**config.mk**
```make
export PLATFORM = sky130hd
export DESIGN_NAME = key_entry_buffer
export DESIGN_NICKNAME = d
export VERILOG_FILES = /design/src/rtl/key_entry_buffer.sv
export SDC_FILE = /design/constraint.sdc
export NUM_CORES = 1
export LEC_CHECK = 0
export ABC_AREA = 1
export BUFFER_PORTS_ARGS = -buffer_cell sky130_fd_sc_hd__buf_2
export CORE_ASPECT_RATIO = 1.4
export CORE_UTILIZATION = 55
export DETAILED_ROUTE_END_ITERATION = 6
export PLACE_DENSITY = 0.79
export SLEW_MARGIN = 0
export SYNTH_ARGS = -nofsm -noshare
export SYNTH_HDL_FRONTEND = slang
export SYNTH_SLANG_ARGS = --single-unit
```
**constraint.sdc**
```tcl
create_clock -name CLK -period 1.65 [get_ports CLK]
set_input_delay 0.165 -clock CLK [delete_from_list [all_inputs] [get_ports CLK]]
set_output_delay 0.165 -clock CLK [all_outputs]
set_load 0.05 [all_outputs]
```
**src/rtl/key_entry_buffer.sv**
```systemverilog
// Keypad entry front-end: debounces scanned keys, builds a BCD operand from
// digits, and hands operator keys to the arithmetic core over valid/ack.
module key_entry_buffer #(
  parameter int DIGITS          = 4,
  parameter int DEBOUNCE_CYCLES = 16
) (
  input  logic                         CLK,
  input  logic                         RESET,
  input  logic                         KeyRead,
  input  logic [3:0]                   BCDKey,
  output logic [4*DIGITS-1:0]          operand,
  output logic [$clog2(DIGITS+1)-1:0]  digit_count,
  output logic [2:0]                   op_code,
  output logic                         op_valid,
  input  logic                         op_ack,
  output logic                         clear_pulse,
  output logic                         overflow
);

  localparam int CW  = $clog2(DEBOUNCE_CYCLES);
  localparam int DCW = $clog2(DIGITS + 1);

  localparam logic [CW-1:0]  CNT_LAST = CW'(DEBOUNCE_CYCLES - 1);
  localparam logic [CW-1:0]  CNT_ONE  = CW'(1);
  localparam logic [DCW-1:0] DIG_FULL = DCW'(DIGITS);
  localparam logic [DCW-1:0] DIG_ONE  = DCW'(1);
  localparam logic [3:0]     KEY_CLR  = 4'd14;

  typedef enum logic [1:0] {
    IDLE     = 2'd0,
    DEBOUNCE = 2'd1,
    ACCEPT   = 2'd2,
    RELEASE  = 2'd3
  } state_t;

  state_t               state_q, state_d;
  logic [CW-1:0]        cnt_q, cnt_d;
  logic [3:0]           key_q, key_d;
  logic [4*DIGITS-1:0]  operand_q, operand_d;
  logic [DCW-1:0]       count_q, count_d;
  logic [2:0]           op_code_q, op_code_d;
  logic                 op_valid_q, op_valid_d;
  logic                 overflow_q, overflow_d;
  logic                 clear_q, clear_d;

  // Debounce sequencing plus the key action taken in the single ACCEPT cycle.
  always_comb begin
    state_d    = state_q;
    cnt_d      = cnt_q;
    key_d      = key_q;
    operand_d  = operand_q;
    count_d    = count_q;
    op_code_d  = op_code_q;
    op_valid_d = op_valid_q;
    overflow_d = overflow_q;
    clear_d    = 1'b0;

    case (state_q)
      IDLE: begin
        if (KeyRead) begin
          key_d   = BCDKey;
          cnt_d   = '0;
          state_d = DEBOUNCE;
        end else begin
          state_d = IDLE;
        end
      end
      DEBOUNCE: begin
        if (!KeyRead) begin
          state_d = IDLE;
        end else if (BCDKey != key_q) begin
          key_d = BCDKey;
          cnt_d = '0;
        end else if (cnt_q == CNT_LAST) begin
          cnt_d   = '0;
          state_d = ACCEPT;
        end else begin
          cnt_d = cnt_q + CNT_ONE;
        end
      end
      ACCEPT: begin
        cnt_d   = '0;
        state_d = RELEASE;
      end
      RELEASE: begin
        // Any re-assertion of KeyRead restarts the release window.
        if (KeyRead) begin
          cnt_d = '0;
        end else if (cnt_q == CNT_LAST) begin
          cnt_d   = '0;
          state_d = IDLE;
        end else begin
          cnt_d = cnt_q + CNT_ONE;
        end
      end
      default: begin
        cnt_d   = '0;
        state_d = IDLE;
      end
    endcase

    if (op_valid_q && op_ack) begin
      op_valid_d = 1'b0;
      operand_d  = '0;
      count_d    = '0;
      overflow_d = 1'b0;
    end else begin
      op_valid_d = op_valid_d;
    end

    if (state_q == ACCEPT) begin
      if (key_q == KEY_CLR) begin
        op_valid_d = 1'b0;
        operand_d  = '0;
        count_d    = '0;
        overflow_d = 1'b0;
        clear_d    = 1'b1;
      end else if (op_valid_q) begin
        op_valid_d = op_valid_d;
      end else if (key_q <= 4'd9) begin
        if ((count_q == '0) && (key_q == 4'd0)) begin
          operand_d = operand_q;
        end else if (count_q < DIG_FULL) begin
          operand_d = {operand_q[4*DIGITS-5:0], key_q};
          count_d   = count_q + DIG_ONE;
        end else begin
          overflow_d = 1'b1;
        end
      end else begin
        op_code_d  = 3'(key_q - 4'd10);
        op_valid_d = 1'b1;
      end
    end else begin
      clear_d = 1'b0;
    end
  end

  // State and output registers with synchronous reset.
  always_ff @(posedge CLK) begin
    if (RESET) begin
      state_q    <= IDLE;
      cnt_q      <= '0;
      key_q      <= 4'd0;
      operand_q  <= '0;
      count_q    <= '0;
      op_code_q  <= 3'd0;
      op_valid_q <= 1'b0;
      overflow_q <= 1'b0;
      clear_q    <= 1'b0;
    end else begin
      state_q    <= state_d;
      cnt_q      <= cnt_d;
      key_q      <= key_d;
      operand_q  <= operand_d;
      count_q    <= count_d;
      op_code_q  <= op_code_d;
      op_valid_q <= op_valid_d;
      overflow_q <= overflow_d;
      clear_q    <= clear_d;
    end
  end

  assign operand     = operand_q;
  assign digit_count = count_q;
  assign op_code     = op_code_q;
  assign op_valid    = op_valid_q;
  assign clear_pulse = clear_q;
  assign overflow    = overflow_q;

endmodule

```
==> results of run 1 <==
## worst max-delay path, delay by kind of cell, from the launching register on
kind / cells / cell delay, ns
AND/OR/NAND/NOR: 5 / 0.67
flip-flops: 1 / 0.35
buffers and inverters: 4 / 0.31
adder cells (fa/ha/maj): 1 / 0.14
AO/OA/AOI/OAI: 1 / 0.06
## worst paths after layout
check / end / slack [ns] / cells after the start
setup / recovery: operand[1]$_SDFFE_PP0P_ / 0.07 / 11
hold reg to reg: overflow$_SDFF_PP0_ / 0.46 / 2
setup reg to reg: operand[1]$_SDFFE_PP0P_ / 0.07 / 11
hold / removal: op_valid$_SDFF_PP0_ / 0.15 / 3
## layout make-up
cell class	instances	area, um2	area share
timing repair buffer	45	258	0.116
inverter	25	98.8	0.0446
tap	39	48.8	0.0220
sequential	35	703	0.317
multi-input combinational	209	1010	0.457
clock inverter	1	8.76	0.00395
clock buffer	7	86.3	0.0389
## cell families (layout without fill, tap and decap cells)
family                   after synthesis  after routing  synth area share
AND/OR/NAND/NOR                      164            164             0.398
adder cells (fa/ha/maj)                3              3            0.0203
flip-flops                            35             35             0.379
XOR/XNOR                               4              4            0.0190
buffers and inverters                 33             78            0.0759
AO/OA/AOI/OAI                         38             38             0.107
## routing by layer
layer / global-route usage / wire length (um) / vias up
met2: 0.456 / 2200 / 39
met4: 0.123 / 108 / 0
met1: 0.307 / 1860 / 874
met3: 0.0452 / 135 / 10
li1: - / - / 987
met5: 0 / 0 / -
## metrics by stage
stage                     cell area (um2)  utilization  setup TNS (ns)
after floorplan                      1850            -               0
after global placement               2090        0.663               0
after detailed placement             2090        0.663               0
after CTS                            2190        0.694               0
after global routing                 2220        0.703         -0.0101
final                                2220        0.703               0
## registers in the layout, summed over array words and instances (netlist names), named ones only
name / cells
digit_count: 3
overflow: 1
clear_pulse: 1
state_q: 1
op_code: 3
cnt_q: 4
key_q: 4
op_valid: 1
operand: 16
## power by group through the flow
| stage | combinational [uW] | clock (uW) | sequential (uW) |
|---|---|---|---|
| global placement | 398 | 0 | 942 |
| floorplan | 225 | 0 | 1030 |
| detailed placement | 401 | 0 | 943 |
| finish | 410 | 653 | 924 |
| global route | 453 | 707 | 929 |
| CTS | 404 | 660 | 924 |
## repair_timing
item / in CTS / in global routing
buffers inserted: 0 / 3
hold buffers: 0 / 0
setup endpoints to repair: 0 / 16
endpoints found under the hold margin: 0 / 0
resized for setup: 0 / 2
## layout by cell type, fill, tap and decap left out, drive strengths merged
| cell | count |
|---|---|
| or2 | 1 |
| xnor2 | 2 |
| xor2 | 2 |
| ha | 3 |
| nand3 | 42 |
| clkbuf | 7 |
| dfxtp | 35 |
| o21ai | 6 |
| nor2 | 34 |
| buf | 45 |
| nand3b | 1 |
| nor3 | 3 |
| nand2 | 83 |
| inv | 25 |
| o211ai | 1 |
| a21oi | 31 |
| clkinv | 1 |
==> impl_metrics.yaml, run 1 <==
final_layout:
  layout-drive-gt1-share: 0.233
  fin_cells: 361
  nets: 332
  num-fill-cells: 296
  diodes: 0
  syn_to_final_growth_pct: 20.1
worst_hold_path:
  hold_path_startpoint: "op_ack"
  hold_path_class: "input port to flip-flop"
global_routing:
  grtUsageTotal: 0.263
  grt_pass1_vias: 1687
  grt_max_degree: 20
  grt_pass1_wl_mm: 7.24
  antenna_found_initial: 0
  grt_overflow_total: 0
drt:
  post_drt_wl_per_cell_um: 11.9
  drt-initial-drc-count: 35
  dr.pass1.iters: 4
  drc_errors: 0
  wl_mm: 4.30
  ant_nets: 0
  vias_per_cell: 5.29
  vias: 1910
setup_path:
  worst-path-max-fanout: 8
  startpoint: "digit_count[0]$_SDFF_PP0_"
  cpMostUsedCell: "inv_1"
  path_cells: "inv_1 -> ha_1 -> inv_1 -> nor2_1 -> nand3_2 -> nor2_4 -> buf_4 -> nand2_2 -> o211ai_2 -> nand2_1 -> inv_1"
  critPathMaxStageDelay_ns: 0.35
  start_kind: "flip-flop"
  end_kind: "flip-flop"
  reg2reg_from: "digit_count[0]$_SDFF_PP0_"
  arrival_ns: 1.82
  path_class: "flip-flop to flip-flop"
  critPathSlowestCell: "dfxtp_2"
  crit_required_ns: 1.89
die:
  start_util: 0.586
  die-height_um: 70.6
  ios: 33
  dieArea_mm2: 0.00360
  die_w_um: 51.0
  coreArea_mm2: 0.00315
  core.rowCount: 24
power_and_ir_drop:
  combPwrFrac: 0.206
  seq_power_share: 0.465
  power.density_mw_per_mm2: 896
  p_leak_uw: 0.00105
  irDropWorstVdd_v: 0.000768
  clockPowerShare: 0.329
  p_switching_uw: 633
  p_int_uw: 1350
  finalPower_uw: 1990
  sw_frac_of_total: 0.319
timing:
  fin_worst_skew_ns: 0.00450
  worstMarginPinSlew_ns: 0.488
  hold_violations: 0
  slew_viol_final: 0
  fin_ws_ns: 0.0730
  finalSetupViolCount: 0
  whs_ns: 0.150
  period_needed_ns: 1.58
  slew_headroom: 0.674
  fmax_mhz: 634
  min_period_over_period: 0.956
clock_tree:
  clock-sinks: 35
  numCtsBuffers: 5
  clk_latency_ns: 0.29
  cts_root_buf: "clkbuf_8"
  clk_path_buf_depth: 2
  cts_htree_levels: 2
  cts.reportedPaths.clkPinSlew_ns: 0.07
  cts_tree: "built"
synthesis:
  synth_fp_nets: 288
  yosysTopAreaCellShare: 0.379
  synthTopCellsByCount: "nand2_1, nand3_1, dfxtp_1"
  yosys.cell_types.count: 24
  synth_most_common_cell: "nand2_1"
  post_synth.cell_area_avg_um2: 6.67
  seq_area_frac_synth: 0.379
  synth_edf_count: 0
  synthTopCellsByArea: "dfxtp_1, nand2_1, nand3_1"
  ys_ff_latch: 35
  yosysTopAreaCell: "dfxtp_1"
  netlist_area_mm2: 0.00185
  synthArstFlopShare: 0
  ys.flop_type: "dfxtp_1"
  yosysWarnings: 0
  synthCells: 277
placement:
  hpwl_mm: 3.12
  portBuffers: 32
  place_congestion: 0.832
  place_ws_ns: 0.0389
  dp_cells: 350
run:
  cap_violations: 0
run_status:
  status: "complete, no violations"
Power figures use the tool's default switching activity.
==> run 2: changes to the inputs <==
- ABC_AREA: 1 -> not set
- CORE_UTILIZATION: 55 -> 54
- GPL_TIMING_DRIVEN: not set -> 0
- PLACE_DENSITY: 0.79 -> 0.78
==> run 2 against run 1 <==
  * The run now ends with setup timing left
  * Non-clock buffer count increased by 13
  * Die area decreased by 2.5%
  * Utilization is 4.4 points higher
  * Highest routed layer unchanged
==> impl_metrics.yaml, run 2 <==
timing:
  grt_setup_unrepaired: "yes"
  fmax_mhz: 559
  min_period_over_period: 1.08
  slew_viol_final: 0
  slew_headroom: 0.607
  finalSetupViolCount: 18
  fin_ws_ns: -0.139
  hold_violations: 0
  fin_worst_skew_ns: 0.00428
  whs_ns: 0.138
  worstMarginPinSlew_ns: 0.590
  period_needed_ns: 1.79
final_layout:
  regArea_um2: 721
  multi_input_area_mm2: 0.00104
  diodes: 0
  fin_cells: 293
  final_util: 0.747
  syn_to_final_growth_pct: 32.1
  num-fill-cells: 218
  nets: 264
  largest_register_ffs: 16
  layout-drive-gt1-share: 0.382
  final_common_cell: "buf_2"
  mostFrequentLayoutCells: "buf_2, dfxtp_1, nand2_1, nand3_1, nor2_1"
global_routing:
  grt_pass1_vias: 1628
  grt_pass1_wl_mm: 7.69
  antenna_found_initial: 0
  grt_overflow_total: 0
  grt_max_degree: 12
  grtUsageTotal: 0.284
drt:
  vias_per_cell: 5.97
  wl_mm: 4.70
  post_drt_wl_per_cell_um: 16.0
  vias: 1749
  ant_nets: 0
  drt-initial-drc-count: 78
  drc_errors: 0
  dr.pass1.iters: 4
clock_tree:
  numCtsBuffers: 5
  cts_root_buf: "clkbuf_8"
  cts_htree_levels: 2
  cts.reportedPaths.clkPinSlew_ns: 0.07
  cts_tree: "built"
  clock-sinks: 35
  cts.hold.buffers_added: 0
  clk_latency_ns: 0.29
  clk_path_buf_depth: 2
setup_path:
  start_kind: "flip-flop"
  end_kind: "flip-flop"
  startpoint: "digit_count[0]$_SDFF_PP0_"
  r2r-end: "operand[14]$_SDFFE_PP0P_"
  cp.buffers_inverters: 3
  critPathMaxStageDelay_ns: 0.49
  worstSetupPathDepth: 8
  worst-path-max-fanout: 5
  reg2reg_from: "digit_count[0]$_SDFF_PP0_"
  arrival_ns: 1.95
  path_class: "flip-flop to flip-flop"
  crit_family: "simple AND/OR/NAND/NOR gates"
  critPathSlowestCell: "or4b_4"
  reg2regPathDepth: 8
  path_cells: "inv_2 -> ha_1 -> or4b_4 -> or2_4 -> nand2_4 -> buf_6 -> buf_8 -> o32ai_1"
  critPathCapture: "operand[14]$_SDFFE_PP0P_"
  crit_required_ns: 1.81
  r2r_setup_slack_ns: -0.14
die:
  dieArea_mm2: 0.00351
  die_w_um: 50.3
  start_util: 0.566
  die-height_um: 69.7
  coreArea_mm2: 0.00312
  ios: 33
  core.rowCount: 24
synthesis:
  yosys.area_share.xor_xnor: 0.0248
  synthTopCellsByCount: "dfxtp_1, nand2_1, nand3_1"
  synthArstFlopShare: 0
  synthTopCellsByArea: "dfxtp_1, nand2_1, nand3_1"
  synth_edf_count: 0
  yosysWarnings: 0
  netlist_area_mm2: 0.00177
  synth_fa_ha_area_frac: 0.0212
  synth.area.mux_share: 0.0227
  yosys.cell_types.count: 51
  synth_top_family_by_area: "simple AND/OR/NAND/NOR gates"
  synth_fp_nets: 212
  yosysTopAreaCell: "dfxtp_1"
  synth-compound-area-share: 0.220
  yosysTopAreaCellShare: 0.397
  seq_area_frac_synth: 0.397
  ys.flop_type: "dfxtp_1"
  ys_ff_latch: 35
  synthCells: 201
  post_synth.cell_area_avg_um2: 8.79
  synthSimpleGateAreaFrac: 0.256
  synth_most_common_cell: "dfxtp_1"
placement:
  dp_cells: 272
  place_congestion: 0.773
  portBuffers: 32
  hpwl_mm: 2.90
  place_ws_ns: -0.177
run_status:
  status: "complete, but fails checks"
  failed_checks: "setup timing"
power_and_ir_drop:
  p_leak_uw: 0.000936
  irDropWorstVdd_v: 0.000708
  power.density_mw_per_mm2: 768
worst_hold_path:
  hold_depth: 3
  hold_path_class: "input port to flip-flop"
run:
  cap_violations: 0
[run 2: cell types whose count changed in the layout (fill, tap and decap cells not counted), moves of 7 or more]
cell     delta
nand2_1    -57
a21oi_1    -26
nand3_1    -22
nor2_1     -14
inv_1      -12
a31oi_1     +7
[run 2: layout make-up]
cell class,instances,share of cell area
sequential,35,0.309
clock buffer,7,0.0461
multi-input combinational,142,0.445
timing repair buffer,48,0.132
buffer,10,0.0279
inverter,11,0.0177
tap,39,0.0209
clock inverter,1,0.00214
[run 2: where the power goes]
part | total [uW] | switching [uW] | internal (uW)
combinational | 170 | 102 | 68.1
sequential | 869 | 18.5 | 851
clock | 753 | 325 | 428
total | 1790 | 446 | 1350
[run 2: how the worst min path moves through the flow]
stage | startpoint | slack, ns | to
5_1_grt | op_ack | 0.15 | op_valid$_SDFF_PP0_
3_3_place_gp | BCDKey[2] | 0.42 | key_q[2]$_SDFFE_PP0P_
2_1_floorplan | BCDKey[2] | 0.30 | key_q[2]$_SDFFE_PP0P_
6_report | op_ack | 0.14 | op_valid$_SDFF_PP0_
3_5_place_dp | op_ack | 0.44 | op_valid$_SDFF_PP0_
4_1_cts | op_ack | 0.14 | op_valid$_SDFF_PP0_
[run 2: cell families (layout without fill, tap and decap cells)]
kind of cell    Yosys count  after routing
mux                       4              4
buf+inv                  24             77
fa+ha+maj                 3              3
simple gates             83             83
flops                    35             35
compound gates           47             47
xor+xnor                  5              5
[run 2: repair_timing]
action	CTS	global route
setup buffers	12	4
pin swaps	4	4
resized for setup	11	12
setup endpoints to repair	19	23
gates cloned	1	0
[run 2: worst register-to-register path: cells and delay by family (launching register included)]
| family | cells | cell delay, ns |
|---|---|---|
| DFF | 1 | 0.35 |
| and+or+nand+nor | 3 | 0.85 |
| adders and majority gates | 1 | 0.13 |
| buffers and inverters | 3 | 0.25 |
| AOI/OAI and AO/OA | 1 | 0.07 |
[run 2: metrics by stage]
stage	setup TNS, ns	instance area (um2)	total power [uW]
after detailed placement	-2.41	2030	1030
after global routing	-2.48	2330	1850
after CTS	-1.69	2300	1790
after floorplan	-1.39	1830	988
after global placement	-2.27	2030	1030
final	-1.47	2330	1790
[run 2: layer usage]
layer / GRT usage / part of all wire / up-vias / routed length [um]
met5: 0 / 0 / - / 0
li1: - / - / 849 / -
met4: 0.111 / 0.012 / 0 / 57
met2: 0.483 / 0.53 / 56 / 2500
met3: 0.0504 / 0.043 / 7 / 200
met1: 0.345 / 0.41 / 837 / 1940
